`src/rtl/demux_collector.sv`:
```
// demux_collector
//   Four-lane request collector with round-robin serialisation. Each lane
//   buffers one data bit. Buffered entries are emitted one at a time as a
//   (lane select, data bit) pair on a valid/ready output.
//
// Ports
//   clk    in   rising-edge clock
//   rst_n  in   asynchronous active-low reset
//   req    in   [3:0] per-lane request, held until acked
//   din    in   [3:0] per-lane data bit, valid while req is high
//   ack    out  [3:0] per-lane accept (combinational from req and pending)
//   valid  out  output entry present (registered)
//   ready  in   downstream accepts the current output entry
//   sel    out  [1:0] lane index of the current output entry (registered)
//   dout   out  data bit of the current output entry (registered)
//
// state | meaning
// IDLE  | no output entry presented (valid=0)
// HOLD  | output entry presented, waiting for ready (valid=1)

module demux_collector (
    input  logic       clk,
    input  logic       rst_n,
    input  logic [3:0] req,
    input  logic [3:0] din,
    output logic [3:0] ack,
    output logic       valid,
    input  logic       ready,
    output logic [1:0] sel,
    output logic       dout
);

    typedef enum logic {
        IDLE = 1'b0,
        HOLD = 1'b1
    } state_t;

    state_t     state;
    state_t     state_nxt;

    logic [3:0] pending;
    logic [3:0] pending_nxt;
    logic [3:0] pdata;
    logic [3:0] pdata_nxt;
    logic [1:0] ptr;
    logic [1:0] ptr_nxt;
    logic [1:0] sel_nxt;
    logic       dout_nxt;

    logic       load;
    logic       found;
    logic [1:0] win;
    logic       grant;
    logic [3:0] grant_mask;

    // A lane already holding an entry is not acked, so buffered data is
    // never overwritten. ready does not reach ack.
    assign ack   = {4{rst_n}} & req & ~pending;

    // valid is the state flop itself.
    assign valid = (state == HOLD);
    assign load  = ~valid | ready;

    // Round-robin pick over registered pending, starting at ptr. Scanning
    // from the farthest offset down lets the nearest pending lane win.
    always_comb begin
        logic [1:0] idx;
        found = 1'b0;
        win   = ptr;
        idx   = ptr;
        for (int k = 3; k >= 0; k--) begin
            idx = ptr + 2'(k);
            if (pending[idx]) begin
                found = 1'b1;
                win   = idx;
            end
        end
    end

    // State register and datapath flops.
    always_ff @(posedge clk or negedge rst_n) begin
        if (!rst_n) begin
            state   <= IDLE;
            pending <= 4'b0000;
            pdata   <= 4'b0000;
            ptr     <= 2'b00;
            sel     <= 2'b00;
            dout    <= 1'b0;
        end else begin
            state   <= state_nxt;
            pending <= pending_nxt;
            pdata   <= pdata_nxt;
            ptr     <= ptr_nxt;
            sel     <= sel_nxt;
            dout    <= dout_nxt;
        end
    end

    // Next-state logic.
    always_comb begin
        state_nxt = state;
        case (state)
            IDLE: if (found) state_nxt = HOLD;
            HOLD: if (ready) state_nxt = found ? HOLD : IDLE;
            default: state_nxt = IDLE;
        endcase
    end

    // Output / datapath update. A grant only happens when the output
    // register is loadable; otherwise everything already presented or
    // buffered stays frozen while empty lanes may still capture.
    always_comb begin
        grant      = load & found;
        grant_mask = 4'b0000;
        if (grant) grant_mask[win] = 1'b1;

        // ack never targets a pending lane, so capture and grant never
        // collide on the same bit.
        pending_nxt = (pending & ~grant_mask) | ack;
        pdata_nxt   = (pdata & ~ack) | (din & ack);

        ptr_nxt  = ptr;
        sel_nxt  = sel;
        dout_nxt = dout;
        if (grant) begin
            ptr_nxt  = win + 2'd1;
            sel_nxt  = win;
            dout_nxt = pdata[win];
        end
    end

endmodule

```
`config.mk`:
```
export PLATFORM = sky130hd
export DESIGN_NAME = demux_collector
export DESIGN_NICKNAME = d
export VERILOG_FILES = /design/src/rtl/demux_collector.sv
export SDC_FILE = /design/constraint.sdc
export NUM_CORES = 1
export LEC_CHECK = 0
export ABC_AREA = 1
export BUFFER_PORTS_ARGS = -buffer_cell sky130_fd_sc_hd__buf_2
export CORE_MARGIN = 5
export CORE_UTILIZATION = 47
export DETAILED_ROUTE_END_ITERATION = 16
export HOLD_SLACK_MARGIN = 0.05
export PLACE_DENSITY = 0.73
export SYNTH_ARGS = -nofsm -noshare
export SYNTH_HDL_FRONTEND = slang
export SYNTH_SLANG_ARGS = --single-unit
```
`constraint.sdc`:
```
create_clock -name clk -period 1.4 [get_ports clk]
set_input_delay 0.07 -clock clk [delete_from_list [all_inputs] [get_ports clk]]
set_output_delay 0.07 -clock clk [all_outputs]
set_load 0.02 [all_outputs]
```
# After elaboration in Yosys (flattened, before gate mapping)
# Cells that the tools add are included.
# totals
register_bits,14
output_inout_bits,8
word_cells,54
# op_classes
n_addsub,4
bitwise,13
muxes,24
order_cmp,6
n_reduce_logical,1
# op_table
operator,count
bitwise AND 4 bit,5
less-than comparator 2 x 3 -> 1 bit (second input constant),5
2-to-1 mux 1 bit,12
NOT 4 bit,3
binary-select mux 1 bit (select 2 bit),5
2-to-1 mux 2 bit,4
OR 4 bit,2
adder 2 x 1 -> 2 bit (second input constant),2
adder 2 bit (second input constant),2
2-to-1 mux 4 bit,1
demux 1 bit (select 2 bit),1
>= comparator 2 x 1 -> 1 bit (second input constant),1
one-hot mux 1 bit (2 select lines),1
bitwise AND 1 bit,1
logical AND 1 bit,1
NOT 1 bit,1
OR 1 bit,1

# Logic depth before layout (Yosys ltp)
# depth
ltp_word,15
mapped_depth,15
depth_no_buf,14

# Worst setup path after synthesis
# OpenSTA, ideal clock, no wires.
# synth_path
kind,register to register
from,reg ptr[0]
to,reg pending[1]
arrival_time_ns,1.390
t_required_ns,1.281
stages_incl_launch_ff,14
setup_slack_ns,-0.109
setup_ns,0.119
cell_sequence,dfrtp_1 -> buf_6 -> inv_6 -> nand2_1 -> nand2_2 -> nand2_2 -> nand2_2 -> nand2_2 -> nand2_4 -> nand3_2 -> a21oi_2 -> nand2_1 -> nand2_1 -> nand2_1
# synth_via
elab_chain_cells,15
elab_cells_between_ends,29
cone_classes,add/sub: 3; order compare: 2; mux: 19; bitwise: 4; reduce/logical: 1
# synth_rtl
item,line_no,text
"start, declared",45,logic [1:0] ptr;
"start signal, assigned",93,ptr <= ptr_nxt;
adder 2 bit,72,idx = ptr + 2'(k);
binary-select mux 1 bit (select 2 bit),73,if (pending[idx]) begin
2-to-1 mux 1 bit (implied by the code),73,
2-to-1 mux 2 bit (4 in series),73,
less-than comparator 2 x 3 -> 1 bit (implied by the code) or >= comparator 2 x 1 -> 1 bit (tied branches),115,if (grant) grant_mask[win] = 1'b1;
logical AND 1 bit (implied by the code),115,
2-to-1 mux 1 bit (implied by the code),115,
demux 1 bit (select 2 bit),115,
2-to-1 mux 4 bit *,115,
NOT 4 bit *,119,pending_nxt = (pending & ~grant_mask) | ack;
bitwise AND 4 bit *,119,
OR 4 bit *,119,
via pending_nxt[1],42,logic [3:0] pending_nxt;
"end signal, assigned",91,pending <= pending_nxt;
"end, declared",41,logic [3:0] pending;
# Mark *: on every way through the listed nets, which the timed path passes. The rest lies on a longest branch. The select of a mux whose other input is x is not followed.
# A chain may end at the register's enable or synchronous reset.

# Worst setup path in the final report
# layout_path
from,reg ptr[0]
to,reg pending[3]
# The elaborated chain is that of the path after synthesis.

==> results.sh <==
export IMPL_cts_tree="yes"
export IMPL_clk_pin_slew_ns=0.09
export IMPL_vias=993
export IMPL_synth_seq_cells=14
export IMPL_synth_cells=121
export IMPL_fin_nets=182
export IMPL_overflow=0
export IMPL_synth_flop_cell="dfrtp_1"
export IMPL_rsz0062_at_grt="yes"
export IMPL_cts_num_sinks=14
export IMPL_worst_path_buf_inv=3
export IMPL_clockBufferDepth=2
export IMPL_finalCritPeriodShare_pct=125.4
export IMPL_status="finished, violations left"
export IMPL_wirelength_um=3011
export IMPL_wl_met2_um=1648
export IMPL_antenna_found_initial=0
export IMPL_synth_distinct_cells=24
export IMPL_fin_ws_ns=-0.3557
export IMPL_synth_area_leaders="dfrtp_1, nand2_1, nand2_2, nand3_1, inv_1"
export IMPL_finalClockSkew_ns=0.007654
export IMPL_area_growth_pct=67.46
export IMPL_cp_depth=13
export IMPL_post_drt_via_cell_ratio=5.092
export IMPL_cp_arrival_ns=1.93
export IMPL_max_slew_margin_rel_pct=58.65
export IMPL_cts_buffers=3
export IMPL_numPortBuffers=18
export IMPL_crit_path_start_kind="flip-flop"
export IMPL_grt_pass1_wl_um=4333
export IMPL_drive_gt1_share_pct=62.35
export IMPL_violations="negative setup slack"
export IMPL_end_kind="flip-flop"
export IMPL_synthesis_area_um2=895.9
export IMPL_worst_pin_slew_ns=0.6182
export IMPL_setup_viol=10
export IMPL_route_detailed_drc=0
export IMPL_max_cap_violations=0
export IMPL_n_antenna_cell=0
export IMPL_drt_iter0_markers=29
export IMPL_top_layer="met4"
export IMPL_n_fill_cell=108
export IMPL_required_ns=1.58
export IMPL_synthTopCellsByCount="nand2_1, dfrtp_1, nand2_2"
export IMPL_clock_latency_ns=0.28
export IMPL_synth_most_common_cell="nand2_1"
export IMPL_dr_wl_met3_um=119
export IMPL_fmax_mhz=569.6
export IMPL_regArea_um2=352.8
export IMPL_ys_async_sr_fraction_pct=100.0
export IMPL_synth_edf_count=0
export IMPL_start_util_pct=50.78
export IMPL_die_w_um=53.66
export IMPL_postRouteAntennaNets=0
export IMPL_yosysSeqAreaShare_pct=39.11
export IMPL_grt_use_total_pct=20.83
export IMPL_hold_path_class="in -> reg"
export IMPL_crit_family="simple AND/OR/NAND/NOR gates"
export IMPL_yosysTopAreaCell="dfrtp_1"
export IMPL_die_h_um=53.66
export IMPL_worst_path_largest_cell_delay_ns=0.45
export IMPL_place_congestion=0.8414
export IMPL_ys_warn_count=0
export IMPL_grt_max_degree=15
export IMPL_drv_slew=0
export IMPL_dieArea_um2=2879
export IMPL_synth_top_area_share_pct=39.11
export IMPL_htree_levels=1
export IMPL_cpMaxStageDelayCell="dfrtp_2"
export IMPL_hold_depth=3
export IMPL_core_um2=1764
export IMPL_routedWlPerCell_um=15.44
export IMPL_pre_cts_ws_ns=-0.3380
export IMPL_rows=15
export IMPL_met1_length_um=1163
export IMPL_grt_pass1_vias=996
export IMPL_drt_pass1_iterations=4
export IMPL_synth_nets=132
export IMPL_period_minus_slack_ns=1.756
export IMPL_cts_root_buf="clkbuf_4"
export IMPL_dp_hpwl_um=1606
export IMPL_hold_viol=0
export IMPL_ioPinCount=19
export IMPL_rr_worst_depth=13
export IMPL_hold_ws_ns=0.09469
export IMPL_multiInputGateArea_um2=651.9
export IMPL_path_max_fanout=6
export IMPL_postSynthAreaPerCell_um2=7.404
export IMPL_path_cells="buf_12 > clkinv_8 > nand2_4 > nand2_4 > nand2_2 > nand2_2 > inv_4 > nand2_4 > nand3_4 > a21oi_4 > nand2_2 > nand2_1 > nand2_1"
export IMPL_path_class="reg -> reg"
## worst min-delay path, stage by stage
cell,delay (ns)
buf_2,0.10
nand3_2,0.10
nand2_1,0.07
## path summary, 6_finish.rpt
check                            start    endpoint  slack (ns)
worst max-delay path            ptr[0]  pending[3]       -0.36
worst min-delay path            req[2]  pending[2]        0.09
worst max register to register  ptr[0]  pending[3]       -0.36
worst min register to register  sel[0]      sel[0]        0.49
max in group asynchronous        rst_n      ptr[0]        0.56
min in group asynchronous        rst_n   async pin        0.41
## cells by family after synthesis
family                 after synthesis  synth area share [%]
AND/OR/NAND/NOR                     81                 46.09
AO/OA/AOI/OAI                        7                 5.167
flip-flops                          14                 39.11
buffers and inverters               19                 9.638
## layout by cell type (no fill, tap or decap), types with 2 or more instances in the layout
cell type,instances
nand2_1,23
buf_4,22
nand2_4,18
buf_2,16
nand2_2,15
dfrtp_1,12
inv_2,8
nand3_1,8
inv_1,6
nand3_2,5
dlygate4sd3_1,5
nor2_1,3
clkbuf_4,3
inv_4,2
nand3_4,2
dfrtp_2,2
buf_6,2
## area by class of cell
cell class / instances / share of cell area (%)
Multi-Input combinational cell: 88 / 43.45
Inverter: 18 / 6.005
Clock buffer: 4 / 2.419
Timing Repair Buffer: 46 / 22.52
Sequential cell: 14 / 23.52
Tap cell: 25 / 2.085
## per-stage QoR
stage | std cells | setup TNS, ns | util (%) | cell area, um2
2_1_floorplan | 121 | -0.4337 | - | 913.4
3_3_place_gp | 177 | -2.071 | 63.97 | 1129
3_5_place_dp | 177 | -2.515 | 63.97 | 1129
4_1_cts | 192 | -1.879 | 74.04 | 1306
5_1_grt | 195 | -3.364 | 85.04 | 1500
6_report | 195 | -2.701 | 85.04 | 1500
## repair_timing
item | 4_1_cts | 5_1_grt
endpoints found under the hold margin | 18 | 0
resized for setup | 10 | 50
pin swaps | 4 | 10
setup endpoints to repair | 9 | 12
cloned | 0 | 0
hold buffers | 5 | 0
buffers inserted | 6 | 3
## per-layer routing
| layer | GRT usage (%) | vias up |
|---|---|---|
| met1 | 22.80 | 472 |
| met2 | 39.92 | 32 |
| li1 | - | 479 |
| met5 | 0 | - |
| met4 | 7.660 | 0 |
| met3 | 2.770 | 10 |
Power is not shown: default switching activity piles up to over one toggle a cycle in this logic, so the estimate is an artifact.
